File: src/rtl/multicycle_ctrl_pkg.sv
// rtl/multicycle_ctrl_pkg.sv - shared encodings and decode helpers for the multi-cycle RV32I control FSM
// Purpose: state encodings, Ext_Imm* immediate codes, opcode and funct3 constants,
//          datapath select codes, the registered control bundle and the pure
//          decode functions used by the controller.
// Ports:   none (package).
package multicycle_ctrl_pkg;

   typedef enum logic [3:0] {
      S_FETCH    = 4'd0,
      S_DECODE   = 4'd1,
      S_MEMADR   = 4'd2,
      S_MEMREAD  = 4'd3,
      S_MEMWB    = 4'd4,
      S_MEMWRITE = 4'd5,
      S_EXECR    = 4'd6,
      S_EXECI    = 4'd7,
      S_ALUWB    = 4'd8,
      S_BRANCH   = 4'd9,
      S_JAL      = 4'd10,
      S_JALR     = 4'd11,
      S_LUI      = 4'd12,
      S_AUIPC    = 4'd13,
      S_TRAP     = 4'd14
   } state_t;

   localparam logic [2:0] EXT_IMM_I = 3'd0;
   localparam logic [2:0] EXT_IMM_S = 3'd1;
   localparam logic [2:0] EXT_IMM_B = 3'd2;
   localparam logic [2:0] EXT_IMM_U = 3'd3;
   localparam logic [2:0] EXT_IMM_J = 3'd4;

   localparam logic [6:0] OP_LOAD   = 7'b0000011;
   localparam logic [6:0] OP_STORE  = 7'b0100011;
   localparam logic [6:0] OP_R      = 7'b0110011;
   localparam logic [6:0] OP_IMM    = 7'b0010011;
   localparam logic [6:0] OP_BRANCH = 7'b1100011;
   localparam logic [6:0] OP_JAL    = 7'b1101111;
   localparam logic [6:0] OP_JALR   = 7'b1100111;
   localparam logic [6:0] OP_LUI    = 7'b0110111;
   localparam logic [6:0] OP_AUIPC  = 7'b0010111;

   localparam logic [2:0] F3_BEQ  = 3'b000;
   localparam logic [2:0] F3_BNE  = 3'b001;
   localparam logic [2:0] F3_BLT  = 3'b100;
   localparam logic [2:0] F3_BGE  = 3'b101;
   localparam logic [2:0] F3_BLTU = 3'b110;
   localparam logic [2:0] F3_BGEU = 3'b111;

   localparam logic [1:0] SRC_A_PC    = 2'b00;
   localparam logic [1:0] SRC_A_OLDPC = 2'b01;
   localparam logic [1:0] SRC_A_RS1   = 2'b10;
   localparam logic [1:0] SRC_A_ZERO  = 2'b11;

   localparam logic [1:0] SRC_B_RS2  = 2'b00;
   localparam logic [1:0] SRC_B_IMM  = 2'b01;
   localparam logic [1:0] SRC_B_FOUR = 2'b10;

   localparam logic [1:0] RES_ALUOUT    = 2'b00;
   localparam logic [1:0] RES_MEMDATA   = 2'b01;
   localparam logic [1:0] RES_ALURESULT = 2'b10;

   localparam logic [1:0] ALU_ADD   = 2'b00;
   localparam logic [1:0] ALU_SUB   = 2'b01;
   localparam logic [1:0] ALU_FUNCT = 2'b10;

   // Everything here is a pure function of the state (plus the JALR history
   // bit), so it can be registered alongside the state itself.
   typedef struct packed {
      logic       adr_src;
      logic       pc_write;
      logic       mem_write;
      logic       reg_write;
      logic       illegal;
      logic [1:0] result_src;
      logic [1:0] alu_src_a;
      logic [1:0] alu_src_b;
      logic [1:0] alu_op;
   } ctrl_t;

   function automatic logic [2:0] imm_for_opcode(input logic [6:0] opcode);
      logic [2:0] imm;
      case (opcode)
         OP_STORE:         imm = EXT_IMM_S;
         OP_BRANCH:        imm = EXT_IMM_B;
         OP_LUI, OP_AUIPC: imm = EXT_IMM_U;
         OP_JAL:           imm = EXT_IMM_J;
         default:          imm = EXT_IMM_I;
      endcase
      return imm;
   endfunction

   function automatic state_t next_state(input state_t s, input logic [6:0] opcode,
                                         input logic mem_ready);
      state_t n;
      case (s)
         S_FETCH:  n = mem_ready ? S_DECODE : S_FETCH;
         S_DECODE: begin
            case (opcode)
               OP_LOAD, OP_STORE: n = S_MEMADR;
               OP_R:              n = S_EXECR;
               OP_IMM:            n = S_EXECI;
               OP_BRANCH:         n = S_BRANCH;
               OP_JAL:            n = S_JAL;
               OP_JALR:           n = S_JALR;
               OP_LUI:            n = S_LUI;
               OP_AUIPC:          n = S_AUIPC;
               default:           n = S_TRAP;
            endcase
         end
         S_MEMADR:                          n = (opcode == OP_STORE) ? S_MEMWRITE : S_MEMREAD;
         S_MEMREAD:                         n = mem_ready ? S_MEMWB : S_MEMREAD;
         S_MEMWRITE:                        n = mem_ready ? S_FETCH : S_MEMWRITE;
         S_MEMWB, S_ALUWB, S_BRANCH:        n = S_FETCH;
         S_EXECR, S_EXECI, S_LUI, S_AUIPC:  n = S_ALUWB;
         S_JAL:                             n = S_ALUWB;
         // JALR updates the PC first, then reuses JAL to form the link value.
         S_JALR:                            n = S_JAL;
         S_TRAP:                            n = S_TRAP;
         default:                           n = S_FETCH;
      endcase
      return n;
   endfunction

   // FETCH pc_write/ir_write and BRANCH pc_write depend on live inputs and are
   // added outside this table.
   function automatic ctrl_t state_outputs(input state_t s, input logic after_jalr);
      ctrl_t c;
      c = '0;
      case (s)
         S_FETCH: begin
            c.alu_src_a  = SRC_A_PC;
            c.alu_src_b  = SRC_B_FOUR;
            c.alu_op     = ALU_ADD;
            c.result_src = RES_ALURESULT;
         end
         S_DECODE, S_AUIPC: begin
            c.alu_src_a = SRC_A_OLDPC;
            c.alu_src_b = SRC_B_IMM;
         end
         S_MEMADR: begin
            c.alu_src_a = SRC_A_RS1;
            c.alu_src_b = SRC_B_IMM;
         end
         S_MEMREAD:  c.adr_src = 1'b1;
         S_MEMWB: begin
            c.result_src = RES_MEMDATA;
            c.reg_write  = 1'b1;
         end
         S_MEMWRITE: begin
            c.adr_src   = 1'b1;
            c.mem_write = 1'b1;
         end
         S_EXECR: begin
            c.alu_src_a = SRC_A_RS1;
            c.alu_src_b = SRC_B_RS2;
            c.alu_op    = ALU_FUNCT;
         end
         S_EXECI: begin
            c.alu_src_a = SRC_A_RS1;
            c.alu_src_b = SRC_B_IMM;
            c.alu_op    = ALU_FUNCT;
         end
         S_ALUWB: begin
            c.result_src = RES_ALUOUT;
            c.reg_write  = 1'b1;
         end
         S_BRANCH: begin
            c.alu_src_a  = SRC_A_RS1;
            c.alu_src_b  = SRC_B_RS2;
            c.alu_op     = ALU_SUB;
            c.result_src = RES_ALUOUT;
         end
         S_JAL: begin
            c.alu_src_a  = SRC_A_OLDPC;
            c.alu_src_b  = SRC_B_FOUR;
            c.result_src = RES_ALUOUT;
            // After JALR the PC already holds rs1 + imm; only the link is formed here.
            c.pc_write   = ~after_jalr;
         end
         S_JALR: begin
            c.alu_src_a  = SRC_A_RS1;
            c.alu_src_b  = SRC_B_IMM;
            c.result_src = RES_ALURESULT;
            c.pc_write   = 1'b1;
         end
         S_LUI: begin
            c.alu_src_a = SRC_A_ZERO;
            c.alu_src_b = SRC_B_IMM;
         end
         S_TRAP:     c.illegal = 1'b1;
         default:    c = '0;
      endcase
      return c;
   endfunction

endpackage

File: src/rtl/multicycle_ctrl_if.sv
// rtl/multicycle_ctrl_if.sv - controller <-> datapath signal bundle
// Purpose: groups the instruction fields, ALU flags, memory handshake and all
//          control outputs of the multi-cycle controller.
// Ports:   master = datapath side (drives opcode/funct3/zero/lt/ltu/mem_ready,
//          receives controls); slave = controller side (the reverse).
interface multicycle_ctrl_if;
   logic [6:0] opcode;
   logic [2:0] funct3;
   logic       zero;
   logic       lt;
   logic       ltu;
   logic       mem_ready;
   logic       pc_write;
   logic       adr_src;
   logic       mem_write;
   logic       ir_write;
   logic       reg_write;
   logic [1:0] result_src;
   logic [1:0] alu_src_a;
   logic [1:0] alu_src_b;
   logic [1:0] alu_op;
   logic [2:0] imm_src;
   logic       illegal;
   logic [3:0] state;

   modport master (
      output opcode, funct3, zero, lt, ltu, mem_ready,
      input  pc_write, adr_src, mem_write, ir_write, reg_write, result_src,
             alu_src_a, alu_src_b, alu_op, imm_src, illegal, state
   );

   modport slave (
      input  opcode, funct3, zero, lt, ltu, mem_ready,
      output pc_write, adr_src, mem_write, ir_write, reg_write, result_src,
             alu_src_a, alu_src_b, alu_op, imm_src, illegal, state
   );
endinterface

File: src/rtl/multicycle_ctrl_branch_cond.sv
// rtl/multicycle_ctrl_branch_cond.sv - branch taken decision from funct3 and ALU flags
// Purpose: combinational branch condition evaluation.
// Ports:   funct3 (in, 3), zero/lt/ltu (in, ALU compare flags), taken (out).
module multicycle_ctrl_branch_cond
   import multicycle_ctrl_pkg::*;
(
   input  logic [2:0] funct3,
   input  logic       zero,
   input  logic       lt,
   input  logic       ltu,
   output logic       taken
);
   always_comb begin
      taken = 1'b0;
      case (funct3)
         F3_BEQ:  taken = zero;
         F3_BNE:  taken = ~zero;
         F3_BLT:  taken = lt;
         F3_BGE:  taken = ~lt;
         F3_BLTU: taken = ltu;
         F3_BGEU: taken = ~ltu;
         // 010/011 are not branch encodings; treat as never taken.
         default: taken = 1'b0;
      endcase
   end
endmodule

File: src/rtl/multicycle_ctrl.sv
// rtl/multicycle_ctrl.sv - main control FSM of the multi-cycle RV32I core
// Purpose: sequences fetch/decode/execute/memory/writeback one state per cycle,
//          driving every datapath select and write enable.
// Ports:   clk (in, rising edge), rst (in, async active-high),
//          bus (multicycle_ctrl_if.slave: instruction fields, ALU flags,
//          mem_ready in; controls, illegal and debug state out).
module multicycle_ctrl
   import multicycle_ctrl_pkg::*;
#(
   parameter logic [3:0] RESET_STATE = 4'd0
) (
   input  logic              clk,
   input  logic              rst,
   multicycle_ctrl_if.slave  bus
);
   state_t state_q;
   state_t state_d;
   ctrl_t  ctrl_q;
   logic   taken;
   logic   in_fetch;
   logic   in_branch;

   multicycle_ctrl_branch_cond u_branch_cond (
      .funct3 (bus.funct3),
      .zero   (bus.zero),
      .lt     (bus.lt),
      .ltu    (bus.ltu),
      .taken  (taken)
   );

   assign state_d = next_state(state_q, bus.opcode, bus.mem_ready);

   // Control bundle is registered from the next state so it lines up with state_q.
   always_ff @(posedge clk or posedge rst) begin
      if (rst) begin
         state_q <= state_t'(RESET_STATE);
         ctrl_q  <= state_outputs(state_t'(RESET_STATE), 1'b0);
      end else begin
         state_q <= state_d;
         ctrl_q  <= state_outputs(state_d, state_q == S_JALR);
      end
   end

   assign in_fetch  = (state_q == S_FETCH);
   assign in_branch = (state_q == S_BRANCH);

   // Enables are masked by rst so nothing writes while reset is held, even
   // when mem_ready is high during the reset FETCH state.
   assign bus.ir_write   = ~rst & in_fetch & bus.mem_ready;
   assign bus.pc_write   = ~rst & (ctrl_q.pc_write | (in_fetch & bus.mem_ready) | (in_branch & taken));
   assign bus.mem_write  = ~rst & ctrl_q.mem_write;
   assign bus.reg_write  = ~rst & ctrl_q.reg_write;
   assign bus.illegal    = ~rst & ctrl_q.illegal;
   assign bus.adr_src    = ctrl_q.adr_src;
   assign bus.result_src = ctrl_q.result_src;
   assign bus.alu_src_a  = ctrl_q.alu_src_a;
   assign bus.alu_src_b  = ctrl_q.alu_src_b;
   assign bus.alu_op     = ctrl_q.alu_op;
   assign bus.imm_src    = imm_for_opcode(bus.opcode);
   assign bus.state      = state_q;
endmodule

File: src/flat_wrapper.sv
// flat-port wrapper written by rule: the top's interface ports become plain ports
module multicycle_ctrl_flat import multicycle_ctrl_pkg::*;
#(
   parameter logic [3:0] RESET_STATE = 4'd0
)
  (clk, rst, bus_opcode, bus_funct3, bus_zero, bus_lt, bus_ltu, bus_mem_ready, bus_pc_write, bus_adr_src, bus_mem_write, bus_ir_write, bus_reg_write, bus_result_src, bus_alu_src_a, bus_alu_src_b, bus_alu_op, bus_imm_src, bus_illegal, bus_state);
  multicycle_ctrl_if bus_i ();
  input  logic clk;
  input  logic rst;
  input wire logic [$bits(bus_i.opcode)-1:0] bus_opcode;
  input wire logic [$bits(bus_i.funct3)-1:0] bus_funct3;
  input wire logic [$bits(bus_i.zero)-1:0] bus_zero;
  input wire logic [$bits(bus_i.lt)-1:0] bus_lt;
  input wire logic [$bits(bus_i.ltu)-1:0] bus_ltu;
  input wire logic [$bits(bus_i.mem_ready)-1:0] bus_mem_ready;
  output wire logic [$bits(bus_i.pc_write)-1:0] bus_pc_write;
  output wire logic [$bits(bus_i.adr_src)-1:0] bus_adr_src;
  output wire logic [$bits(bus_i.mem_write)-1:0] bus_mem_write;
  output wire logic [$bits(bus_i.ir_write)-1:0] bus_ir_write;
  output wire logic [$bits(bus_i.reg_write)-1:0] bus_reg_write;
  output wire logic [$bits(bus_i.result_src)-1:0] bus_result_src;
  output wire logic [$bits(bus_i.alu_src_a)-1:0] bus_alu_src_a;
  output wire logic [$bits(bus_i.alu_src_b)-1:0] bus_alu_src_b;
  output wire logic [$bits(bus_i.alu_op)-1:0] bus_alu_op;
  output wire logic [$bits(bus_i.imm_src)-1:0] bus_imm_src;
  output wire logic [$bits(bus_i.illegal)-1:0] bus_illegal;
  output wire logic [$bits(bus_i.state)-1:0] bus_state;
  assign bus_i.opcode = bus_opcode;
  assign bus_i.funct3 = bus_funct3;
  assign bus_i.zero = bus_zero;
  assign bus_i.lt = bus_lt;
  assign bus_i.ltu = bus_ltu;
  assign bus_i.mem_ready = bus_mem_ready;
  assign bus_pc_write = bus_i.pc_write;
  assign bus_adr_src = bus_i.adr_src;
  assign bus_mem_write = bus_i.mem_write;
  assign bus_ir_write = bus_i.ir_write;
  assign bus_reg_write = bus_i.reg_write;
  assign bus_result_src = bus_i.result_src;
  assign bus_alu_src_a = bus_i.alu_src_a;
  assign bus_alu_src_b = bus_i.alu_src_b;
  assign bus_alu_op = bus_i.alu_op;
  assign bus_imm_src = bus_i.imm_src;
  assign bus_illegal = bus_i.illegal;
  assign bus_state = bus_i.state;
  multicycle_ctrl #(.RESET_STATE(RESET_STATE)) u_core (.clk(clk), .rst(rst), .bus(bus_i));
endmodule
File: config.mk
export PLATFORM = sky130hd
export DESIGN_NAME = multicycle_ctrl_flat
export DESIGN_NICKNAME = d
export VERILOG_FILES = /design/src/rtl/multicycle_ctrl_pkg.sv /design/src/rtl/multicycle_ctrl_if.sv /design/src/rtl/multicycle_ctrl_branch_cond.sv /design/src/rtl/multicycle_ctrl.sv /design/src/flat_wrapper.sv
export SDC_FILE = /design/constraint.sdc
export NUM_CORES = 1
export LEC_CHECK = 0
export ABC_AREA = 1
export CORE_UTILIZATION = 40
export DETAILED_ROUTE_END_ITERATION = 7
export GPL_TIMING_DRIVEN = 0
export PLACE_DENSITY = 0.82
export SYNTH_ARGS = -nofsm -noshare
export SYNTH_HDL_FRONTEND = slang
export SYNTH_SLANG_ARGS = --single-unit
export TNS_END_PERCENT = 10
File: constraint.sdc
create_clock -name clk -period 1.4 [get_ports clk]
set_input_delay 0.21 -clock clk [delete_from_list [all_inputs] [get_ports clk]]
set_output_delay 0.21 -clock clk [all_outputs]
set_load 0.01 [all_outputs]
; Word level (Yosys, flattened, before mapping)
; Cells that the tools add are included.
[totals]
register_bits = 17
input_bits = 16
[classes]
n_eq_ne = 40
n_mux = 16
bitwise_logic = 15
reduce_logical = 13
[ops]
columns = cell, count
row1 = 4-bit case mux with 8 select lines, 2
row2 = 4-bit == test (second input constant), 13
row3 = 4-bit by 3-bit == test with 1-bit output (second input constant), 7
row4 = 4-bit case mux with 6 select lines, 1
row5 = 7-bit by 6-bit == test with 1-bit output (second input constant), 3
row6 = 7-bit == test (second input constant), 3
row7 = 4-bit by 2-bit == test with 1-bit output (second input constant), 4
row8 = 2-bit OR reduction, 8
row9 = 7-bit by 5-bit == test with 1-bit output (second input constant), 2
row10 = 3-bit == test (second input constant), 4
row11 = 3-bit case mux with 4 select lines, 1
row12 = 3-bit two-way mux, 3
row13 = 1-bit bitwise AND, 8
row14 = 4-bit by 1-bit == test with 1-bit output (second input constant), 2
row15 = 4-bit logical NOT, 2
row16 = 2-bit case mux with 2 select lines, 2
row17 = 7-bit by 2-bit == test with 1-bit output (second input constant), 1
row18 = 1-bit case mux with 6 select lines, 1
row19 = 1-bit two-way mux, 5
row20 = 1-bit inverter, 5
row21 = 5-bit OR reduction, 1
row22 = 3-bit by 1-bit == test with 1-bit output (second input constant), 1
row23 = 3-bit logical NOT, 1
row24 = 3-bit OR reduction, 1
row25 = other kinds (2), 3

; Logic depth before layout (Yosys ltp)
[depth]
depth_word = 7
depth_mapped = 14
mapped_depth_nobuf = 14

; Cells and area by module
; Synthesis repeated with hierarchy kept, for this count alone.
[unflattened]
hier_cells = 173
hier_area_um2 = 1261.2
[by_module_without_submodules]
columns = module, instances, cells_per_inst, area_each_um2, seq_area_each_um2
row1 = multicycle_ctrl, 1, 157, 1192.4, 427.9
row2 = multicycle_ctrl_branch_cond, 1, 16, 68.8, 0.0

; Least setup slack after synthesis
; Ideal clock, no wire load.
[synth_path]
path_kind = reg2reg
start = register u_core.state_q[1] (netlist: u_core.bus.state[1])
end = register u_core.ctrl_q, in the netlist u_core.bus.alu_src_a[1]
setup_time_ns = 0.119
arrival_time_ns = 1.417
setup_slack_ns = -0.136
path_stages_with_launch = 13
period_less_slack_ns = 1.536
path_cell_list = dfrtp_1 -> inv_1 -> nor2_1 -> nand2_1 -> nand2_1 -> nor2_1 -> nand3_4 -> nand2_1 -> inv_1 -> nand4_2 -> nand2_1 -> nor2_2 -> nand2_1
[synth_between]
elab_chain_cells = 6
word_cells_on_any_way = 28
[synth_lines]
columns = item, line
row1 = start: declaration, multicycle_ctrl.sv:16  ; state_t state_q;
row2 = start signal: assignment, multicycle_ctrl.sv:36  ; state_q <= state_t'(RESET_STATE);
row3 = start signal: assignment, multicycle_ctrl.sv:39  ; state_q <= state_d;
row4 = 4-bit by 3-bit == test with 1-bit output / 4-bit == test (equally long branches), multicycle_ctrl_pkg.sv:95  ; case (s)
row5 = 5-bit OR reduction (no source line), --
row6 = 4-bit case mux with 8 select lines *, multicycle_ctrl_pkg.sv:95
row7 = via u_core.state_d[1], multicycle_ctrl.sv:17  ; state_t state_d;
row8 = "4-bit by 2-bit == test with 1-bit output, or another cell as far along", multicycle_ctrl_pkg.sv:129  ; case (s)
row9 = "3-bit OR reduction (no source line), or another cell as far along", --
row10 = 4-bit case mux with 6 select lines *, multicycle_ctrl_pkg.sv:129
row11 = end signal: assignment, multicycle_ctrl.sv:37  ; ctrl_q <= state_outputs(state_t'(RESET_STATE), 1'b0);
row12 = end signal: assignment, multicycle_ctrl.sv:40  ; ctrl_q <= state_outputs(state_d, state_q == S_JALR);
row13 = end: declaration, multicycle_ctrl.sv:18  ; ctrl_t ctrl_q;
; The timed path passes the listed nets; every way through them passes the cells marked *.

; Worst setup path after layout
[layout_path]
start = register u_core.state_q[1] (netlist: u_core.bus.state[1])
end = register u_core.ctrl_q, in the netlist u_core.bus.alu_src_b[0]
; The elaborated chain is that of the path after synthesis.

==> summary.md <==
The congestion estimate from routability-driven global placement came to 0.820. The number of antenna diodes in the final layout is 0. The worst relative slew slack was 57.7%; the clock latency on the worst-skew pair was 310 ps. In this run, synthesis produced a sequential element count of 17.

Summed over all failing endpoints, the final setup total negative slack is -3450 ps. The type of the worst min-delay path was in2async. The average footprint of a synthesized cell came out at 7.41 µm². Setup repair after global routing could not meet its margin everywhere. Summed over all layers, the routed wires come to 3170 µm.

The total number of H-tree levels is 1, and the final count of negative-setup-slack endpoints is 14. In this run, placement finished with an instance count of 232. Along the worst path, the maximum fanout reaches 6. For the number of nets in the layout, the log shows 239. For the final-report hold violation count, the log shows 0. The first global-routing pass estimated 4640 µm of wire. The initial utilization of the core area, before any placement, comes to 43.2%. The logs give 1075 for the via count of the first global-routing pass and 0 for the post-detailed-route count of antenna-violating nets. For the finished layout, the period the worst path requires is 1760 ps. Counting every instance in the synthesized netlist gives 165. Buffers inserted during clock tree synthesis total 3. The area share of the leading cell type in the synthesized netlist was 30.7%; the number of fill cells in the layout was 240. After floorplanning, the core was divided into 19 placement rows. The most common cell after layout, fill and taps aside is buf_4. Between clock sinks in the finished design, the worst skew comes to 8.80 ps. In this run the static leakage power is 1.06 nW. The launching element type of the critical path was a register.

The tightest hold path in the finished design has a slack of 192 ps. For this block, the initial DRC count from the detailed router was 48. TritonCTS built the clock tree. Power spread over the standard cell area amounts to 1840 nW/µm². After global routing the overflow that remains totals 0. The mean number of vias per cell was 4.97; the core outline area was 2830 µm².

The slew at the pin closest to its max-slew limit came out at 634 ps. The tools report the number of distinct standard cells referenced by the synthesized netlist as 28. The logs give 68.3% for the final design utilization and 37 for the total I/O pin count.

The quantity of I/O buffers inserted on ports works out to 36. For the worst supply voltage drop on vdd, the log shows 1.17 mV. Buffers inserted to repair hold after CTS numbered 0.

Once detailed placement completed, the half-perimeter wirelength came to 2050 µm. The arrival time reported for the critical path endpoint was 1960 ps; the clock tree buffer depth was 2. The setup slack after layout came out at -358 ps.

In the final routed layout, each cell accounts on average for 12.5 µm. Count of yosys warnings during synthesis: 0. The clock net in this run drives a total of 17 sinks. Clock-pin slew was measured on the worst setup and hold paths at 110 ps.

Critical path start-end classification: reg2reg. At the worst endpoint, the required time is 1600 ps. The number of nets handed over by synthesis was 181. The cell sitting at the root of the clock tree is a clkbuf_4.

The final number of max-transition violations was 0; the vertical extent of the die was 57.3 µm. The share of final-layout standard cells stronger than drive strength 1 is 53.6%. The share of the cycle needed by the critical path after routing works out to 126%. The checks that failed: design-rule violations, negative setup slack. Sorting the synthesized cells by area gives the leading types as dfrtp_1 31%, nand2_1 11%, inv_1 7.7%. In the layout the commonest cells are 30 x buf_4, 22 x nand2_1, 20 x dlygate4sd2_1.

For this run, the top clock speed supported by timing is 569 MHz. The sequential element share of the synthesized area is 35.0%. Before antenna repair, the detailed router went through 8 iterations.

The tools report the die outline area as 3280 µm². The logs give 18 for the pin count of the biggest net entering global routing and 3.55 mW for the total power consumption of the routed design. The area of the mapped netlist is 1220 µm², and the reported max-cap violation count is 0.

The top cell type by total area after synthesis is dfrtp_1. The final cell count without fillers was 253. The tools report the final routed DRC violation total as 3. The area growth from synthesis to layout is 58.0%. Global routing consumed, over all layers together, 18.1% of the routing resources. The tools report the number of antenna violations at the first check in global routing as 0.

Summing over every cut layer, the via total after detailed routing is 1258. The endpoint type of the worst setup path is a register. The run finished, with violations left. The horizontal extent of the die works out to 57.3 µm.
[cell families after synthesis]
family | Yosys count | share of synthesized area [%]
buf+inv | 39 | 14.4
flops | 17 | 35.0
xor+xnor | 1 | 0.717
simple gates | 97 | 42.4
compound gates | 11 | 7.47
[worst max-delay path, cell delays in order (launching register included)]
cell	delay, ps
dfrtp_2	450
inv_4	60
nand2_4	90
inv_4	40
nand3_4	80
nand3_4	90
a31oi_4	330
nand2_4	130
nand3_2	100
nand2_2	70
nor2_4	120
nand2_1	70
[registers in the layout, indices dropped and copies added, names as in the netlist]
register               flops
u_core.bus.adr_src         1
u_core.bus.alu_op          2
u_core.bus.alu_src_a       2
u_core.bus.alu_src_b       2
u_core.bus.result_src      2
u_core.bus.state           4
u_core.ctrl_q              4
[metrics by stage]
step	setup WS [ps]	area, µm²
5_1_grt	-432	1930
6_report	-358	1930
4_1_cts	-243	1720
3_3_place_gp	-744	1660
2_1_floorplan	-84.1	1260
3_5_place_dp	-763	1660
[routing by layer]
| metal | vias up | routed length [µm] | GRT usage [%] |
|---|---|---|---|
| met5 | - | 0 | 0 |
| met4 | 0 | 34 | 2.44 |
| met3 | 4 | 192 | 4.54 |
| met2 | 42 | 1640 | 32.1 |
| met1 | 588 | 1300 | 22.9 |
| li1 | 624 | - | - |
[worst paths after layout]
path | startpoint | end | slack (ps) | cells after the start
min in group clk | bus_opcode[3] | u_core.bus.state[0]$_DFF_PP0_ | 460 | 4
max in group asynchronous | rst | u_core.bus.state[3]$_DFF_PP0_ | 760 | 2
hold / removal | rst | u_core.bus.alu_src_a[0]$_DFF_PP0_ | 190 | 2
setup reg to reg | u_core.bus.state[1]$_DFF_PP0_ | u_core.bus.alu_src_b[0]$_DFF_PP0_ | -360 | 11
setup / recovery | u_core.bus.state[1]$_DFF_PP0_ | u_core.bus.alu_src_b[0]$_DFF_PP0_ | -360 | 11
hold reg to reg | u_core.bus.state[3]$_DFF_PP0_ | u_core.bus.adr_src$_DFF_PP0_ | 720 | 3
[Yosys cell counts, drive strengths merged]
library cell  number
nand2             41
inv               31
nor2              26
nand3             22
dfrtp             15
buf                8
nand4              4
o21ai              4
nor3               3
a21oi              2
a31oi              2
dfstp              2
a21boi             1
a21o               1
and3               1
o211ai             1
xor2               1
[repair_timing]
action                     4_1_cts  5_1_grt
pin swaps                       13       22
gates cloned                     0        0
buffers inserted                 7       10
setup endpoints to repair       31       16
gates resized for setup         62       39
[layout make-up]
cell class | instances | area (µm²) | share of cell area, %
Buffer | 8 | 60.1 | 3.11
Multi-Input combinational cell | 109 | 806 | 41.7
Clock inverter | 1 | 5.00 | 0.259
Sequential cell | 17 | 433 | 22.4
Tap cell | 31 | 38.8 | 2.01
Inverter | 31 | 126 | 6.54
Timing Repair Buffer | 53 | 440 | 22.8
Clock buffer | 3 | 22.5 | 1.17
[power breakdown]
group	switching, mW	internal (mW)	total, mW
registers	0.139	0.698	0.837
logic	1.37	1.07	2.43
clock network	0.170	0.107	0.277
Power figures use the tool's default switching activity.
